File: src/rtl/gpr_ctx_seq_pkg.sv
// Shared JX2 definitions used by the GPR context save/restore sequencer.
package gpr_ctx_seq_pkg;

  localparam logic [5:0] JX2_GR_DLR = 6'h20;
  localparam logic [5:0] JX2_GR_DHR = 6'h21;
  localparam logic [5:0] JX2_GR_SP  = 6'h22;
  localparam logic [5:0] JX2_GR_ZZR = 6'h3F;

  // Slots 0..31 are the plain GPRs, followed by DLR, DHR and SP.
  localparam int unsigned   CTX_SLOTS    = 35;
  localparam logic    [5:0] CTX_LAST_IDX = 6'(CTX_SLOTS - 1);

  typedef enum logic [2:0] {
    IDLE,
    SV_RD,
    SV_WR,
    RS_RD,
    RS_WR,
    FIN,
    ERR
  } ctxState_t;

endpackage

File: src/rtl/gpr_ctx_slotmap.sv
// Maps a context slot index to the GPR file register ID.
module gpr_ctx_slotmap
  import gpr_ctx_seq_pkg::*;
(
  input  logic [5:0] slotIdx,
  output logic [5:0] slotId
);

  // Out-of-range indices fall back to the null register.
  always_comb begin
    slotId = JX2_GR_ZZR;
    if (slotIdx < 6'd32) begin
      slotId = {1'b0, slotIdx[4:0]};
    end else begin
      case (slotIdx)
        6'd32:   slotId = JX2_GR_DLR;
        6'd33:   slotId = JX2_GR_DHR;
        6'd34:   slotId = JX2_GR_SP;
        default: slotId = JX2_GR_ZZR;
      endcase
    end
  end

endmodule

File: src/rtl/gpr_ctx_seq.sv
// GPR context save/restore sequencer: walks the 35-entry slot list and
// moves each register to or from memory at ctxBase + idx*8.
module gpr_ctx_seq
  import gpr_ctx_seq_pkg::*;
(
  input  logic        clock,
  input  logic        reset,
  input  logic        ctxReq,
  input  logic        ctxDir,
  input  logic [47:0] ctxBase,
  output logic        ctxBusy,
  output logic        ctxDone,
  output logic        ctxErr,
  output logic        seqHold,
  output logic [5:0]  seqIdRm,
  input  logic [63:0] seqValRm,
  output logic [5:0]  seqIdRn,
  output logic [63:0] seqValRn,
  output logic        memReq,
  output logic        memWr,
  output logic [47:0] memAddr,
  output logic [63:0] memDataOut,
  input  logic [63:0] memDataIn,
  input  logic        memOk,
  input  logic        memErr
);

  ctxState_t   state, stateNext;
  logic [5:0]  idx, idxNext;
  logic [63:0] dataReg, dataNext;
  logic [47:0] baseReg, baseNext;
  logic [5:0]  slotId;
  logic [47:0] slotAddr;

  gpr_ctx_slotmap uSlotmap (
    .slotIdx (idx),
    .slotId  (slotId)
  );

  // Base is captured at start so the request address stays stable even if
  // ctxBase moves mid-operation; the sum wraps modulo 2^48.
  assign slotAddr = baseReg + {39'd0, idx, 3'b000};

  assign ctxBusy = (state != IDLE);
  assign seqHold = ctxBusy;

  // State, index, data and base registers.
  always_ff @(posedge clock or negedge reset) begin
    if (!reset) begin
      state   <= IDLE;
      idx     <= '0;
      dataReg <= '0;
      baseReg <= '0;
    end else begin
      state   <= stateNext;
      idx     <= idxNext;
      dataReg <= dataNext;
      baseReg <= baseNext;
    end
  end

  // Completion pulses are registered so they appear the cycle after FIN/ERR.
  always_ff @(posedge clock or negedge reset) begin
    if (!reset) begin
      ctxDone <= 1'b0;
      ctxErr  <= 1'b0;
    end else begin
      ctxDone <= (state == FIN);
      ctxErr  <= (state == ERR);
    end
  end

  // Next-state logic and per-state drive of GPR and memory ports.
  always_comb begin
    stateNext  = state;
    idxNext    = idx;
    dataNext   = dataReg;
    baseNext   = baseReg;
    seqIdRm    = JX2_GR_ZZR;
    seqIdRn    = JX2_GR_ZZR;
    seqValRn   = '0;
    memReq     = 1'b0;
    memWr      = 1'b0;
    memAddr    = '0;
    memDataOut = '0;
    case (state)
      IDLE: begin
        if (ctxReq) begin
          if (ctxBase[2:0] != 3'b000) begin
            stateNext = ERR;
          end else begin
            idxNext   = '0;
            baseNext  = ctxBase;
            stateNext = ctxDir ? RS_RD : SV_RD;
          end
        end
      end
      SV_RD: begin
        seqIdRm   = slotId;
        dataNext  = seqValRm;
        stateNext = SV_WR;
      end
      SV_WR: begin
        memReq     = 1'b1;
        memWr      = 1'b1;
        memAddr    = slotAddr;
        memDataOut = dataReg;
        if (memErr) begin
          stateNext = ERR;
        end else if (memOk) begin
          if (idx == CTX_LAST_IDX) begin
            stateNext = FIN;
          end else begin
            idxNext   = idx + 6'd1;
            stateNext = SV_RD;
          end
        end
      end
      RS_RD: begin
        memReq  = 1'b1;
        memAddr = slotAddr;
        if (memErr) begin
          stateNext = ERR;
        end else if (memOk) begin
          dataNext  = memDataIn;
          stateNext = RS_WR;
        end
      end
      RS_WR: begin
        seqIdRn  = slotId;
        seqValRn = dataReg;
        if (idx == CTX_LAST_IDX) begin
          stateNext = FIN;
        end else begin
          idxNext   = idx + 6'd1;
          stateNext = RS_RD;
        end
      end
      FIN:     stateNext = IDLE;
      ERR:     stateNext = IDLE;
      default: stateNext = IDLE;
    endcase
  end

endmodule

File: config.mk
export PLATFORM = sky130hd
export DESIGN_NAME = gpr_ctx_seq
export DESIGN_NICKNAME = d
export VERILOG_FILES = /design/src/rtl/gpr_ctx_seq_pkg.sv /design/src/rtl/gpr_ctx_slotmap.sv /design/src/rtl/gpr_ctx_seq.sv
export SDC_FILE = /design/constraint.sdc
export NUM_CORES = 1
export LEC_CHECK = 0
export BUFFER_PORTS_ARGS = -buffer_cell sky130_fd_sc_hd__buf_2
export CELL_PAD_IN_SITES_DETAIL_PLACEMENT = 0
export CELL_PAD_IN_SITES_GLOBAL_PLACEMENT = 2
export CORE_MARGIN = 1
export CORE_UTILIZATION = 26
export DETAILED_ROUTE_END_ITERATION = 10
export PLACE_DENSITY_LB_ADDON = 0.2
export SETUP_SLACK_MARGIN = 0.05
export SKIP_CTS_REPAIR_TIMING = 1
export SLEW_MARGIN = 5
export SYNTH_ARGS = -nofsm -noshare
export SYNTH_HDL_FRONTEND = slang
export SYNTH_SLANG_ARGS = --single-unit
File: constraint.sdc
create_clock -name clock -period 3.5 [get_ports clock]
set_input_delay 0.525 -clock clock [delete_from_list [all_inputs] [get_ports clock]]
set_output_delay 0.525 -clock clock [all_outputs]
set_load 0.005 [all_outputs]
==> run metrics, run 1 <==
status=complete, no violations; RSZ-0062 raised after global routing=yes; Reg2Reg Launch Point=state[2]$_DFFE_PN0P_; Setup TNS Final=0 ns; Vias/cell=4.646; area growth from synthesis to layout=40.65%; # fillers=3085; CTS Buf Count=17; Overall Power=8.370 mW; Final Slew Violations=0; Chip Height=173.9 microns; leakage power=5.628 nW; Period minus WS final=3.378 ns; Mapped Cells=840; fmax=296.1 MHz; WP data required=2.97 ns; reg-to-reg slack, setup=1.01 ns; Post-Synthesis Cell Area=0.007686 sq mm; via count=7457; r2r endpoint=dataReg[26]$_DFFE_PN0P_; flops & latches, synth=123; mux cell area share after synthesis=15.06%; 1st-iter DRT viols=310; register area share after synthesis=40.05%; clk slew on worst S/H paths=0.06 ns; CTS Buffer Depth=2; critical setup path kind=reg2out; Synth Area in Compound Gates=12.39%; Fin. Hold Viols=0; CP Data Arrival Time=2.85 ns; largest net degree at the start of global routing=69; clk_lat worst skew=0.43 ns; Setup crit end kind=output port; fin util=37.46%; Max-cap violations=0; CP Capture Point=memAddr[43]; startpoint types=register; IO Count=376; asr flop ratio synth=100.0%; number of flops mapped to enable cells by yosys=0; final antenna-violating net count=0; simple-gate share of the synthesized area=24.24%; Syn. warnings=0; power per cell area=774.2 mW/mm^2; H-tree levels=4; Core Region=0.02886 sq mm; critical path launch point=idx[5]$_DFFE_PN0P_; DP HPWL=21.63 mm; TritonCTS clock tree=done; IO Port Bufs=375; final WL=29.14 mm; number of global-route vias before repair=7458; final setup vio count=0; GRT Total Usage=19.03%; net count after synthesis=1033; grt ovf=0; r2r worst-path depth=6; Site Rows=62; Worst IR Drop VDD=0.0003344 V; drt pass-1 iters=4; Root Buffer=clkbuf_16; Avg Inst Size Synth=9.150 sq um; Avg WL per Cell=18.16 microns; Rel. slew slack=43.29%; GP Congestion=0.7582; global-route wire length before repair=44.06 mm; drt drc=0; Antenna diodes=0; antenna violations before repair=1; main combinational cell family by area after synthesis=simple AND/OR/NAND/NOR gates; Die ar.=0.03025 sq mm; Starting Density=26.63%; fin crit share=96.51%; Hold WC Path Type=in2async; Least-Margin Pin Slew=0.8476 ns; design area=0.01081 sq mm; Fin Clk Skew=0.008335 ns; # nets final=1401; die width=173.9 microns; post-synth cell types=55; fraction of synthesized cell area in xor and xnor cells=2.849%; Primary FF master, synth=dfrtp_1; adder and majority cell fraction of the synthesized area=1.888%; CP Max Fanout=9; layout cells sized above 1=41.28%; clk sink count=123; Area after DPL=0.01004 sq mm
## placed cells by master, fill, tap and decap left out, types with 12 or more instances in the layout
cell type and n:
dfrtp_1 120, buf_4 24, o21ai_0 17, and2_1 141, xor2_1 12, buf_2 374
nand3_1 15, mux2_2 45, xnor2_1 13, clkbuf_16 17, mux2i_1 65, a21oi_1 84
nand2_1 35, nor2_1 102
## final cells by class
cell class / count / area (sq um) / area share (%)
timing repair buffer: 404 / 2163 / 20.01
clock inverter: 14 / 182.7 / 1.690
tap: 384 / 480.5 / 4.444
inverter: 10 / 37.54 / 0.3472
sequential: 123 / 3082 / 28.51
multi-input combinational: 652 / 4425 / 40.94
clock buffer: 18 / 439.2 / 4.062
## synthesized netlist by cell type (all sizes together), types with 2 or more instances
| master | number | area [sq um] |
|---|---|---|
| and4 | 3 | 26.28 |
| xnor2 | 13 | 113.9 |
| or3 | 9 | 56.30 |
| mux2 | 45 | 506.7 |
| buf | 10 | 61.30 |
| nor3 | 6 | 30.03 |
| nand3 | 16 | 92.59 |
| inv | 10 | 37.53 |
| and3 | 8 | 51.30 |
| o31a | 2 | 17.52 |
| mux2i | 65 | 650.6 |
| or4 | 9 | 71.32 |
| o21ai | 17 | 85.08 |
| o2111ai | 6 | 52.55 |
| a21oi | 87 | 435.4 |
| dfrtp | 123 | 3078 |
| nand2b | 4 | 25.02 |
| o21a | 4 | 30.03 |
| and2 | 141 | 882.1 |
| a2111oi | 5 | 43.79 |
| o221ai | 2 | 17.52 |
| nor2b | 3 | 18.77 |
| o31ai | 11 | 82.58 |
| a21o | 2 | 15.01 |
| a211oi | 4 | 30.03 |
| nand2 | 36 | 135.1 |
| nor2 | 102 | 382.9 |
| o22a | 2 | 17.52 |
| clkbuf | 46 | 172.7 |
| ha | 10 | 125.1 |
| o211ai | 5 | 37.54 |
| a221oi | 2 | 17.52 |
| nand4 | 5 | 37.53 |
| xor2 | 12 | 105.1 |
| nor3b | 2 | 15.01 |
## flip-flops by register name (all words and copies together) (netlist names)
name,flops
state,3
dataReg,64
baseReg,48
ctxErr,1
ctxDone,1
idx,6
## kinds of logic after synthesis
kind of cell	count (synthesis)
DFF	123
and+or+nand+nor	349
xor gates and xnor gates	25
AOI/OAI and AO/OA	156
adders and majority gates	11
muxes	110
buffers and inverters	66
## metal layers
metal	wire [microns]	vias to the layer above	GRT usage (%)
met4	383	2	5.007
met2	14420	234	32.67
met3	1539	21	4.637
met1	12790	3546	23.73
met5	11	-	0
li1	-	3654	-
## power breakdown
group | leakage, nW | switching (mW) | internal (mW)
sequential | 1.46 | 0.658 | 2.07
combinational | 3.87 | 1.93 | 1.81
clock | 0.306 | 0.743 | 1.16
## stage by stage
step           instances  setup WS, ns  hold WS, ns
6_report            1605        0.1222     0.001200
5_1_grt             1605       0.03621      0.01849
4_1_cts             1592       -0.2363      0.01434
3_5_place_dp        1560        0.2147       0.4626
3_3_place_gp        1560        0.2391       0.4615
2_1_floorplan        840        0.4353       0.2294
## critical path: stages (launching register included)
cell and delay [ns]:
dfrtp_2 0.43, ha_4 0.31, o2111a_4 0.25, nand3_4 0.13, or4_4 0.49, buf_4 0.17
or3_1 0.34, a21oi_1 0.17, buf_2 0.14
## how the worst min path moves through the flow
stage,from,to,slack (ns),cells after the start
after detailed placement,baseReg[1]$_DFFE_PN0P_,baseReg[1]$_DFFE_PN0P_,0.46,1
after global routing,reset,dataReg[58]$_DFFE_PN0P_,0.02,1
after CTS,reset,dataReg[58]$_DFFE_PN0P_,0.01,1
after global placement,baseReg[1]$_DFFE_PN0P_,baseReg[1]$_DFFE_PN0P_,0.46,1
after floorplan,reset,baseReg[0]$_DFFE_PN0P_,0.23,0
final,reset,dataReg[58]$_DFFE_PN0P_,0.001,1
Note: power is estimated with default switching activity, not from simulation.
==> run 2: changes to the inputs <==
- PLACE_DENSITY_LB_ADDON: 0.2 -> 0.1
==> run 2 against run 1 <==
Count of clock-buffer cells in the layout stayed put. Routed wire length is 1.2% lower. Register-to-register slack better by 0.14 ns. Total power is 0.71% lower. First-iteration DRC count is 1.3% lower. Clock skew is 0.0029 ns higher. Sequential share of layout area hardly changed. Critical endpoint is now memAddr[35].
==> run metrics, run 2 (synthesized netlist as in run 1, its figures left out) <==
fin crit share=96.30% (-0.21 points); max reg flops=64 (unchanged); largest net degree at the start of global routing=129 (+87%); RSZ-0062 raised after global routing=no; critical path's slowest cell=or4_1; Worst IR Drop VDD=0.0003464 V (+3.6%); # nets final=1398 (-0.21%); fmax=296.7 MHz (+0.22%); Final Slew Violations=0 (unchanged); critical setup path kind=reg2out; Root Buffer=clkbuf_16; Starting Density=26.63% (unchanged); Avg WL per Cell=17.96 microns (-1.1%); final antenna-violating net count=0 (unchanged); global-route wire length before repair=43.29 mm (-1.8%); CTS Buf Count=17 (unchanged); status=complete, no violations; Period minus WS final=3.370 ns (-0.007378 ns); crit-path max cell delay=0.47 ns (-0.02 ns); Chip Height=173.9 microns (unchanged); layout cells sized above 1=41.46% (+0.18 points); Reg2Reg Launch Point=state[2]$_DFFE_PN0P_; clk_lat worst skew=0.43 ns (about the same); final WL=28.80 mm (-1.2%); worst-path cell chain=ha_4, inv_2, fa_2, nor2b_4, o31a_1, o211ai_1, buf_4, or4_1, a21oi_1, buf_2; startpoint types=register; 1st-iter DRT viols=306 (-1.3%); storage element area=0.003082 sq mm (unchanged); DP HPWL=20.75 mm (-4.0%); area occupied by multi-input gates=0.004463 sq mm (+0.85%); via count=7378 (-1.1%); power per cell area=769.8 mW/mm^2 (-0.57%); GP Congestion=0.7586 (about the same); CP top delay family=simple AND/OR/NAND/NOR gates; H-tree levels=4 (unchanged); Vias/cell=4.603 (-0.94%); Switch Pwr=3.306 mW (-0.84%); placed cell count=1559 (-0.064%); Largest regs=dataReg: 64 flops, baseReg: 48 flops, idx: 6 flops; number of global-route vias before repair=7112 (-4.6%); antenna violations before repair=2 (+1); CP Data Arrival Time=2.85 ns (about the same); Hold WC Path Type=in2async; TritonCTS clock tree=done; switching portion of total power=39.78% (-0.055 points); Core Region=0.02886 sq mm (unchanged); Setup crit end kind=output port; Largest Register=dataReg; Rel. slew slack=30.44% (-13 points); commonest non-fill, non-tap cell in the layout=buf_2; clk slew on worst S/H paths=0.07 ns (about the same); area growth from synthesis to layout=40.45%; drt drc=0 (unchanged); IO Count=376 (unchanged); Top Usage Layer GRT=met2; Internal=5.005 mW (-0.62%); # fillers=3048 (-1.2%); clk sink count=123 (unchanged); clock share of power=22.7% (about the same); Least-Margin Pin Slew=1.043 ns (+0.1958 ns); WP data required=2.97 ns (about the same); Fin. Hold Viols=0 (unchanged); IO Port Bufs=375 (unchanged); met3 usage=5.337% (+0.70 points); CTS Buffer Depth=2 (unchanged); met2 GRT Util=32.90% (+0.23 points); Hold Slack=0.2285 ns (+0.2273 ns); CP bufs+invs=3 (+1); Die ar.=0.03025 sq mm (unchanged); GRT Total Usage=18.74% (-0.29 points); grt ovf=0 (unchanged); leakage power=5.590 nW (-0.67%); Fin Clk Skew=0.01122 ns (+0.002881 ns); CP Max Fanout=5 (-4); Max-cap violations=0 (unchanged); Layout Cells excl Fill=1603 (-0.12%); GR Util met1=22.75% (-0.98 points); Site Rows=62 (unchanged); Comb pwr share=44.3% (-0.4 points); critical path launch point=idx[0]$_DFFE_PN0P_; commonest non-fill, non-tap cells in the layout=374 x buf_2, 141 x and2_1, 120 x dfrtp_1; final setup vio count=0 (unchanged); die width=173.9 microns (unchanged); Flop pwr share=32.9% (+0.3 points); drt pass-1 iters=4 (unchanged)
## run 2: cell type report
cell class	instances	share of cell area, %
clock buffers	18	3.975
clock inverters	14	1.715
multi-input cells	652	41.34
diodes	1	0.02318
well taps	384	4.451
repair buffers	401	19.60
inverters	10	0.3477
flip-flops and latches	123	28.55
## run 2: path summary, 6_finish.rpt
path,depth (start not counted),endpoint,slack (ns)
setup / recovery,10,memAddr[35],0.13
hold / removal,1,baseReg[0]$_DFFE_PN0P_,0.23
setup reg to reg,6,idx[3]$_DFFE_PN0P_,1.15
hold reg to reg,1,baseReg[1]$_DFFE_PN0P_,0.48
max in group asynchronous,2,dataReg[8]$_DFFE_PN0P_,2.40
min in group clock,2,state[1]$_DFFE_PN0P_,0.32
## run 2: through the flow
step | util [%] | area [sq um] | TNS, ns | setup WS [ns] | power [mW]
final | 37.41 | 10800 | 0 | 0.1296 | 8.310
after global routing | 37.41 | 10800 | 0 | 0.002851 | 8.990
after CTS | 36.80 | 10620 | -2.154 | -0.3510 | 8.370
after detailed placement | 34.67 | 10000 | 0 | 0.1204 | 6.414
after global placement | 34.67 | 10000 | 0 | 0.1793 | 6.437
after floorplan | - | 7686 | 0 | 0.4353 | 4.712
## run 2: per-layer routing
metal / share of wire (%) / vias up
li1: - / 3657
met1: 42 / 3492
met2: 51 / 213
met3: 6.3 / 14
met4: 0.56 / 2
met5: 0.028 / -
## run 2: power by group through the flow
stage	logic (mW)	clock network, mW	registers, mW
after floorplan	2.23	0	2.48
after global placement	3.70	0	2.74
after detailed placement	3.68	0	2.74
after CTS	3.69	1.95	2.73
after global routing	4.12	2.01	2.86
final	3.69	1.89	2.74
